### src/rtl/pc_pkg.sv
// rtl/pc_pkg.sv - shared state encoding and default reset vector for pc_gen
package pc_pkg;

  typedef enum logic [1:0] {
    ST_BOOT = 2'd0,
    ST_RUN  = 2'd1,
    ST_HALT = 2'd2
  } pc_state_e;

  localparam logic [31:0] PC_RESET_VEC = 32'h8000_0000;

endpackage

### src/rtl/pc_gen.sv
// rtl/pc_gen.sv - fetch PC generator with boot delay, redirect and handshake increment
// Optional macro PC_MISALIGN_CHK_EN: reject misaligned redirects into a HALT state.
module pc_gen
  import pc_pkg::*;
#(
  parameter int              XLEN        = 32,
  parameter logic [XLEN-1:0] RESET_VEC   = XLEN'(PC_RESET_VEC),
  parameter int              INST_BYTES  = 4,
  parameter int              BOOT_CYCLES = 1
) (
  input  logic            clk,
  input  logic            rst,
  input  logic            redirect_valid,
  input  logic [XLEN-1:0] redirect_pc,
  input  logic            fetch_ready,
  output logic            fetch_valid,
  output logic [XLEN-1:0] fetch_pc,
  output logic            booting
`ifdef PC_MISALIGN_CHK_EN
  ,
  output logic            misalign,
  output logic [XLEN-1:0] misalign_pc
`endif
);

  localparam logic [XLEN-1:0] LOW_MASK  = XLEN'(INST_BYTES - 1);
  localparam logic [XLEN-1:0] PC_STEP   = XLEN'(INST_BYTES);
  localparam logic [3:0]      BOOT_LAST = (BOOT_CYCLES == 0) ? 4'd0 : 4'(BOOT_CYCLES - 1);

  pc_state_e       state, state_nxt;
  logic [3:0]      boot_cnt, boot_cnt_nxt;
  logic            pend_vld, pend_vld_nxt;
  logic [XLEN-1:0] pend_pc, pend_pc_nxt;
  logic [XLEN-1:0] pc_q, pc_nxt;
  logic [XLEN-1:0] redir_tgt;

`ifdef PC_MISALIGN_CHK_EN
  logic            redir_bad;
  logic            mis_q, mis_nxt;
  logic [XLEN-1:0] mis_pc_q, mis_pc_nxt;

  assign redir_bad   = redirect_valid && ((redirect_pc & LOW_MASK) != '0);
  assign redir_tgt   = redirect_pc;
  assign misalign    = mis_q;
  assign misalign_pc = mis_pc_q;
`else
  // Without the checker, misaligned targets are silently rounded down.
  assign redir_tgt = redirect_pc & ~LOW_MASK;
`endif

  assign fetch_valid = (state == ST_RUN);
  assign booting     = (state == ST_BOOT);
  assign fetch_pc    = pc_q;

  always_ff @(posedge clk or posedge rst) begin
    if (rst) begin
      state    <= ST_BOOT;
      boot_cnt <= '0;
      pend_vld <= 1'b0;
      pend_pc  <= '0;
      pc_q     <= RESET_VEC;
`ifdef PC_MISALIGN_CHK_EN
      mis_q    <= 1'b0;
      mis_pc_q <= '0;
`endif
    end else begin
      state    <= state_nxt;
      boot_cnt <= boot_cnt_nxt;
      pend_vld <= pend_vld_nxt;
      pend_pc  <= pend_pc_nxt;
      pc_q     <= pc_nxt;
`ifdef PC_MISALIGN_CHK_EN
      mis_q    <= mis_nxt;
      mis_pc_q <= mis_pc_nxt;
`endif
    end
  end

  always_comb begin
    state_nxt    = state;
    boot_cnt_nxt = boot_cnt;
    pend_vld_nxt = pend_vld;
    pend_pc_nxt  = pend_pc;
    pc_nxt       = pc_q;
    case (state)
      ST_BOOT: begin
        boot_cnt_nxt = boot_cnt + 4'd1;
        if (redirect_valid) begin
          pend_vld_nxt = 1'b1;
          pend_pc_nxt  = redir_tgt;
        end
        if (boot_cnt == BOOT_LAST) begin
          state_nxt    = ST_RUN;
          boot_cnt_nxt = '0;
          pend_vld_nxt = 1'b0;
          pend_pc_nxt  = '0;
          // A redirect arriving on the final boot edge is the newest one.
          if (redirect_valid)
            pc_nxt = redir_tgt;
          else if (pend_vld)
            pc_nxt = pend_pc;
          else
            pc_nxt = RESET_VEC;
        end
      end
      ST_RUN: begin
        if (redirect_valid)
          pc_nxt = redir_tgt;
        else if (fetch_ready)
          pc_nxt = pc_q + PC_STEP;
      end
`ifdef PC_MISALIGN_CHK_EN
      ST_HALT: begin
        if (redirect_valid) begin
          state_nxt = ST_RUN;
          pc_nxt    = redir_tgt;
        end
      end
`endif
      default: state_nxt = ST_BOOT;
    endcase

`ifdef PC_MISALIGN_CHK_EN
    mis_nxt    = 1'b0;
    mis_pc_nxt = mis_pc_q;
    if (redir_bad) begin
      state_nxt    = ST_HALT;
      mis_nxt      = 1'b1;
      mis_pc_nxt   = redirect_pc;
      boot_cnt_nxt = '0;
      pend_vld_nxt = 1'b0;
      pend_pc_nxt  = '0;
      pc_nxt       = pc_q;
    end
`endif
  end

endmodule

### config.mk
export PLATFORM = sky130hd
export DESIGN_NAME = pc_gen
export DESIGN_NICKNAME = d
export VERILOG_FILES = /design/src/rtl/pc_pkg.sv /design/src/rtl/pc_gen.sv
export SDC_FILE = /design/constraint.sdc
export NUM_CORES = 1
export LEC_CHECK = 0
export BUFFER_PORTS_ARGS = -buffer_cell sky130_fd_sc_hd__buf_4
export CORE_ASPECT_RATIO = 0.9
export CORE_UTILIZATION = 25
export CTS_BUF_LIST = sky130_fd_sc_hd__clkbuf_4
export DETAILED_ROUTE_END_ITERATION = 6
export MAX_ROUTING_LAYER = met4
export PLACE_DENSITY = 0.51
export RECOVER_POWER = 100
export SLEW_MARGIN = 30
export SYNTH_ARGS = -nofsm -noshare
export SYNTH_HDL_FRONTEND = slang
export SYNTH_SLANG_ARGS = --single-unit
### constraint.sdc
create_clock -name clk -period 2.7 [get_ports clk]
set_clock_uncertainty 0.1 [all_clocks]
set_input_delay 0.135 -clock clk [delete_from_list [all_inputs] [get_ports clk]]
set_output_delay 0.135 -clock clk [all_outputs]
set_load 0.02 [all_outputs]
==> summary.md, run 1 <==
| Metric | Value |
|---|---|
| Synth Warn # | `0` |
| Setup WS post-layout | `0.341 ns` |
| Vias in the first global route | `3,437` |
| 1st-pass router iterations | `5` |
| Starting density of the core | `0.256` |
| CP Launch Type | `flop` |
| Max transition margin | `-0.131` |
| Layout area overhead | `28.8%` |
| Post-DR wirelength/cell | `17.2 um` |
| Peak VDD IR | `0.124 mV` |
| Min-Delay Path Class | `primary input to flop` |
| Met2 wire length | `5.40 mm` |
| Cell area after synthesis | `3590 um2` |
| DIE WIDTH | `128 um` |
| Async SR Flop Fraction | `1.00` |
| Synth Register Bits | `66` |
| Antenna-violating nets left | `0` |
| Simple-Gate Fraction of Synth Area | `0.175` |
| Worst-margin pin slew | `1.70 ns` |
| DR iter-0 viols | `249` |
| Finished Layout Cells | `667` |
| FP Rows | `41` |
| H-tree lvl count | `3` |
| Ys flop type | `dfrtp_1` |
| Worst EP required | `2.94 ns` |
| RSZ-0062 raised after global routing | `no` |
| Global-route usage over all layers | `0.171` |
| Highest metal used | `met4` |
| TritonCTS buffer count | `9` |
| Gate power share | `0.210` |
| Failing checks | `capacitance limit, slew limit` |
| Dpl ws | `0.428 ns` |
| Crit Path Max Fanout | `11` |
| Netlist cell types | `59` |
| Post-DP HPWL | `7.71 mm` |
| Final Core Density | `0.330` |
| GP Congestion | `0.804` |
| Placed inst area | `4350 um2` |
| ANT cells | `0` |
| Switching share of power | `0.345` |
| CTS sink cnt | `66` |
| Setup TNS after final layout | `0 ns` |
| Chip Height | `116 um` |
| Period minus WS final | `2.36 ns` |
| Count of input and output buffers | `65` |
| Top Ports | `70` |
| Avg Inst Size Synth | `9.70 um2` |
| Clock Tree Root | `clkbuf_4` |
| Clock buffer depth | `2` |
| Slew Viols, Final | `67` |
| Number of max-cap violations | `1` |
| Outcome | `finished, violations left` |
| Congestion Overflow GR | `0` |
| CTS tree | `yes` |
| Post-synthesis instance total | `370` |
| Post-Route WL | `11.5 mm` |
| Total power draw | `2.19 mW` |
| Core Box Area | `14,000 um2` |
| F_max | `424 MHz` |
| Largest net degree at the start of global routing | `67` |
| Compound-gate portion of the synthesized area | `0.289` |
| Commonest cells after routing, fill and taps aside | `dfrtp_1, buf_4, o21ai_0` |
| Final hold viol count | `0` |
| Hold_ws | `0.0772 ns` |
| Adder-cell share of the synthesized area | `0.0105` |
| Initial antenna violation count | `0` |
| Via count | `3,458` |
| Sequential fraction of the synthesis area | `0.461` |
| Nets | `508` |
| Vias per cell | `5.18` |
| Worst skew pair latency | `0.44 ns` |
| Psw | `0.757 mW` |
| Mux contribution to synthesized area | `0.00314` |
| Share of post-route cells with drive strength above 1 | `0.156` |
| Clock group share of total power | `0.263` |
| Leak | `1.93 nW` |
| Critical path type | `flop to flop` |
| Met3 Routed Length | `498 um` |
| Crit. End Element | `flop` |
| Final setup violation count | `0` |
| Final Cycle Share | `0.874` |
| Number of instances in the placed design | `619` |
| CTS clock-pin slew for the worst setup and hold paths | `0.12 ns` |
| Xor-xnor portion of the synthesized cell area | `0.0195` |
| Commonest non-fill, non-tap cell in the layout | `dfrtp_1` |
| DRT met1 WL | `5.44 mm` |
| Combinational family with the most area after synthesis | `compound AO/OA/AOI/OAI gates` |
| Worst Path Arrival | `2.60 ns` |
| DRC | `0` |
| Die area | `14,800 um2` |
| First-pass GRT wire length | `18.5 mm` |
| EDFF count, synth | `0` |
| Final instance area | `4620 um2` |
| Pwr dens | `475 nW/um2` |
| Seq pwr share | `0.527` |
| Int Power | `1.44 mW` |
-- kinds of logic after synthesis --
group,Yosys count
AO/OA/AOI/OAI,148
XOR/XNOR,8
adder cells (fa/ha/maj),3
buffers and inverters,35
AND/OR/NAND/NOR,108
flip-flops,66
other,1
multiplexers,1
-- state kept, by name, indices dropped and copies added, names as in the netlist --
register / count
fetch_pc: 30
pend_pc: 30
boot_cnt: 4
pend_vld: 1
state: 1
-- synth_stat cells, drive strengths merged, types with 5 or more instances --
master	n	area, um2
nor2b	7	43.8
a22oi	7	52.6
nand4	10	75.1
buf	9	48.8
xnor2	5	43.8
clkbuf	18	67.6
nand2	25	93.8
nor2	18	67.6
nand3	18	100
a21oi	21	105
a221o	7	70.1
and3	7	45.1
o21ai	41	205
dfrtp	65	1630
inv	8	30.0
a221oi	5	43.8
a22o	32	280
-- area by class of cell --
class / instances / area (um2)
Timing Repair Buffer: 114 / 800
Inverter: 8 / 30.0
Clock buffer: 11 / 82.6
Sequential cell: 66 / 1650
Tap cell: 193 / 241
Fill cell: 1496 / 9380
Clock inverter: 5 / 21.3
Multi-Input combinational cell: 270 / 1800
-- path summary, 6_finish.rpt --
path	from	end	slack, ns	cells past startpoint
max reg2reg	boot_cnt[0]	fetch_pc[30]	0.34	8
max	boot_cnt[0]	fetch_pc[30]	0.34	8
min reg2reg	pend_pc[30]	pend_pc[30]	0.41	2
min	redirect_valid	pend_pc[30]	0.08	3
min in group asynchronous	rst	pend_pc[20]	0.75	4
max in group asynchronous	rst	fetch_pc[7]	0.74	4
-- layer usage --
metal	global-route usage	up-vias
met5	-	-
met4	0.0675	0
met3	0.0272	12
met2	0.263	97
met1	0.225	1732
li1	-	1617
-- timing repair --
| action | CTS | global route |
|---|---|---|
| setup buffers | 0 | 0 |
| endpoints found under the hold margin | 122 | 0 |
| gates resized for setup | 0 | 0 |
| hold buffers | 32 | 0 |
-- power groups by stage --
stage / clock network (mW) / registers [mW] / logic, mW
after floorplan: 0 / 1.22 / 0.204
after global placement: 0 / 1.17 / 0.476
after detailed placement: 0 / 1.18 / 0.479
after CTS: 0.591 / 1.16 / 0.517
after global routing: 0.632 / 1.17 / 0.510
final: 0.577 / 1.16 / 0.460
-- worst max-delay path, stage by stage, from the launching register on --
cell and delay [ns]:
dfrtp_1 0.42, inv_1 0.06, ha_1 0.20, nor4b_2 0.18
nor2b_1 0.58, clkbuf_1 0.45, nor3_1 0.10, nand3_1 0.10
nand3_1 0.07
No activity file was read; power rests on OpenSTA's default activity.
==> run 2, diff against run 1 <==
REMOVE_ABC_BUFFERS = 1   (was not set)
==> run 2 against run 1 <==
  * Via count rose by 0.46%
  * The flow now finishes without violations
  * Total power rose by 0.33%
  * Register-to-register slack got worse by 0.04 ns
  * Sequential cell count unchanged
  * Largest cell class unchanged
==> summary.md, run 2 (synthesized netlist as in run 1, its figures left out) <==
| Metric | Value |
|---|---|
| Outcome | `completed (was finished, violations left)` |
| Fillers | `1,477 (was 1,496)` |
| H-tree lvl count | `3 (unchanged)` |
| DRC | `0 (unchanged)` |
| Commonest non-fill, non-tap cell in the layout | `dfrtp_1 (unchanged)` |
| Clock Tree Root | `clkbuf_4 (unchanged)` |
| Hold_ws | `0.368 ns (was 0.0772 ns)` |
| Max transition margin | `0.230 (was -0.131)` |
| Multi-input gate area | `1770 um2 (was 1800 um2)` |
| Worst-margin pin slew | `1.15 ns (was 1.70 ns)` |
| TritonCTS buffer count | `9 (unchanged)` |
| Worst Path Arrival | `2.61 ns (was 2.60 ns)` |
| Worst skew pair latency | `0.44 ns (about the same)` |
| Vias per cell | `5.19 (was 5.18)` |
| Critical path type | `flop to flop (unchanged)` |
| RSZ-0062 raised after global routing | `no (unchanged)` |
| Die area | `14,800 um2 (unchanged)` |
| Share of post-route cells with drive strength above 1 | `0.157 (was 0.156)` |
| DIE WIDTH | `128 um (unchanged)` |
| Nets | `511 (was 508)` |
| Gate power share | `0.209 (was 0.210)` |
| Worst Path Buf+Inv | `3 (was 2)` |
| Worst path cell trace | `inv_1 > clkbuf_1 > o21ai_1 > clkbuf_2 > a22o_1 (was inv_1 > ha_1 > nor4b_2 > nor2b_1 > clkbuf_1 > nor3_1 > nand3_1 > nand3_1)` |
| Peak VDD IR | `0.144 mV (was 0.124 mV)` |
| Psw | `0.773 mW (was 0.757 mW)` |
| Pwr dens | `473 nW/um2 (was 475 nW/um2)` |
| GP Congestion | `0.806 (was 0.804)` |
| DR iter-0 viols | `254 (was 249)` |
| First-pass GRT wire length | `18.2 mm (was 18.5 mm)` |
| CTS tree | `yes (unchanged)` |
| Post-DR wirelength/cell | `17.0 um (was 17.2 um)` |
| F_max | `417 MHz (was 424 MHz)` |
| Clock buffer depth | `2 (unchanged)` |
| Number of max-cap violations | `0 (was 1)` |
| Commonest cells after routing, fill and taps aside | `dfrtp_1, buf_4, o21ai_0 (unchanged)` |
| CTS sink cnt | `66 (unchanged)` |
| Largest net degree at the start of global routing | `40 (was 67)` |
| Leak | `1.93 nW (about the same)` |
| Via count | `3,474 (was 3,458)` |
| Switching share of power | `0.351 (was 0.345)` |
| Starting density of the core | `0.256 (unchanged)` |
| Final setup violation count | `0 (unchanged)` |
| Worst EP required | `2.92 ns (was 2.94 ns)` |
| Clock group share of total power | `0.266 (was 0.263)` |
| 1st-pass router iterations | `5 (unchanged)` |
| ANT cells | `0 (unchanged)` |
| Setup TNS after final layout | `0 ns (unchanged)` |
| Slew Viols, Final | `0 (was 67)` |
| Int Power | `1.43 mW (was 1.44 mW)` |
| Top Ports | `70 (unchanged)` |
| FP Rows | `41 (unchanged)` |
| Antenna-violating nets left | `0 (unchanged)` |
| Reg area | `1650 um2 (unchanged)` |
| Seq pwr share | `0.524 (was 0.527)` |
| CTS clock-pin slew for the worst setup and hold paths | `0.13 ns (was 0.12 ns)` |
| Post-DP HPWL | `7.91 mm (was 7.71 mm)` |
| Core Box Area | `14,000 um2 (unchanged)` |
| Final hold viol count | `0 (unchanged)` |
| CP Launch Type | `flop (unchanged)` |
| Initial antenna violation count | `0 (unchanged)` |
| Crit. End Element | `flop (unchanged)` |
| Vias in the first global route | `3,283 (was 3,437)` |
| Top delay family on crit path | `buffers and inverters (was simple AND/OR/NAND/NOR gates)` |
| Worst path max stage delay | `0.53 ns (was 0.58 ns)` |
| Period minus WS final | `2.40 ns (was 2.36 ns)` |
| Chip Height | `116 um (unchanged)` |
| Worst-path cell with the longest stage delay | `dfrtp_1 (was nor2b_1)` |
| Count of input and output buffers | `65 (unchanged)` |
| Crit Path Max Fanout | `10 (was 11)` |
| Final Cycle Share | `0.888 (was 0.874)` |
| Congestion Overflow GR | `0 (unchanged)` |
| Post-Route WL | `11.4 mm (was 11.5 mm)` |
| Global-route usage over all layers | `0.167 (was 0.171)` |
| Min-Delay Path Class | `primary input to flop (unchanged)` |
| Layout area overhead | `29.8% (was 28.8%)` |
run 2: cell types whose count changed in the layout (fill, tap and decap cells not counted), sizes merged:
cell | before | now
dlygate4sd3 | 32 | 33
clkinvlp | 0 | 2
buf | 44 | 46
clkbuf | 49 | 47
run 2: layout make-up:
cell class,count,share of cell area
well taps,193,0.0518
inverters,8,0.00645
clock inverters,7,0.00994
clock buffers,9,0.0145
multi-input cells,270,0.380
flip-flops and latches,66,0.355
repair buffers,117,0.182
run 2: power by group through the flow:
stage	registers [mW]	clock network, mW	logic (mW)
6_report	1.15	0.587	0.461
5_1_grt	1.17	0.648	0.511
4_1_cts	1.16	0.605	0.520
3_5_place_dp	1.18	0	0.479
3_3_place_gp	1.18	0	0.475
2_1_floorplan	1.22	0	0.191
run 2: metal layers:
metal	global-route usage	vias up	wire length, um	part of all wire
met1	0.226	1742	5580	0.49
met2	0.252	88	5230	0.46
met5	-	-	0	0
li1	-	1631	-	-
met3	0.0245	13	444	0.039
met4	0.0643	0	165	0.014
run 2: path summary, 6_finish.rpt:
path                                to  cells past startpoint  slack [ns]       startpoint
setup / recovery            pend_pc[5]                      5        0.30         state[0]
hold / removal             pend_pc[20]                      3        0.37  redirect_pc[20]
setup reg to reg            pend_pc[5]                      5        0.30         state[0]
hold reg to reg            pend_pc[30]                      2        0.40      pend_pc[30]
max in group asynchronous  fetch_pc[7]                      4        1.24              rst
min in group asynchronous  pend_pc[28]                      3        0.45              rst
run 2: worst register-to-register path, cell delays in order (launching register included):
cell,delay (ns)
dfrtp_1,0.53
inv_1,0.13
clkbuf_1,0.47
o21ai_1,0.43
clkbuf_2,0.33
a22o_1,0.29
run 2: per-stage QoR:
step / area [um2] / power (mW) / utilization / std cells / worst slack, ns
after floorplan: 3480 / 1.41 / - / 344 / -0.273
final: 4660 / 2.20 / 0.333 / 670 / 0.303
after global routing: 4660 / 2.33 / 0.333 / 670 / 0.150
after detailed placement: 4380 / 1.66 / 0.313 / 621 / 0.533
after CTS: 4830 / 2.28 / 0.345 / 670 / 0.485
after global placement: 4380 / 1.65 / 0.313 / 621 / 0.537
run 2: repair_timing:
action | CTS | global route
hold buffers | 33 | 0
endpoints found under the hold margin | 79 | 0
setup buffers | 0 | 0
gates resized for setup | 0 | 0
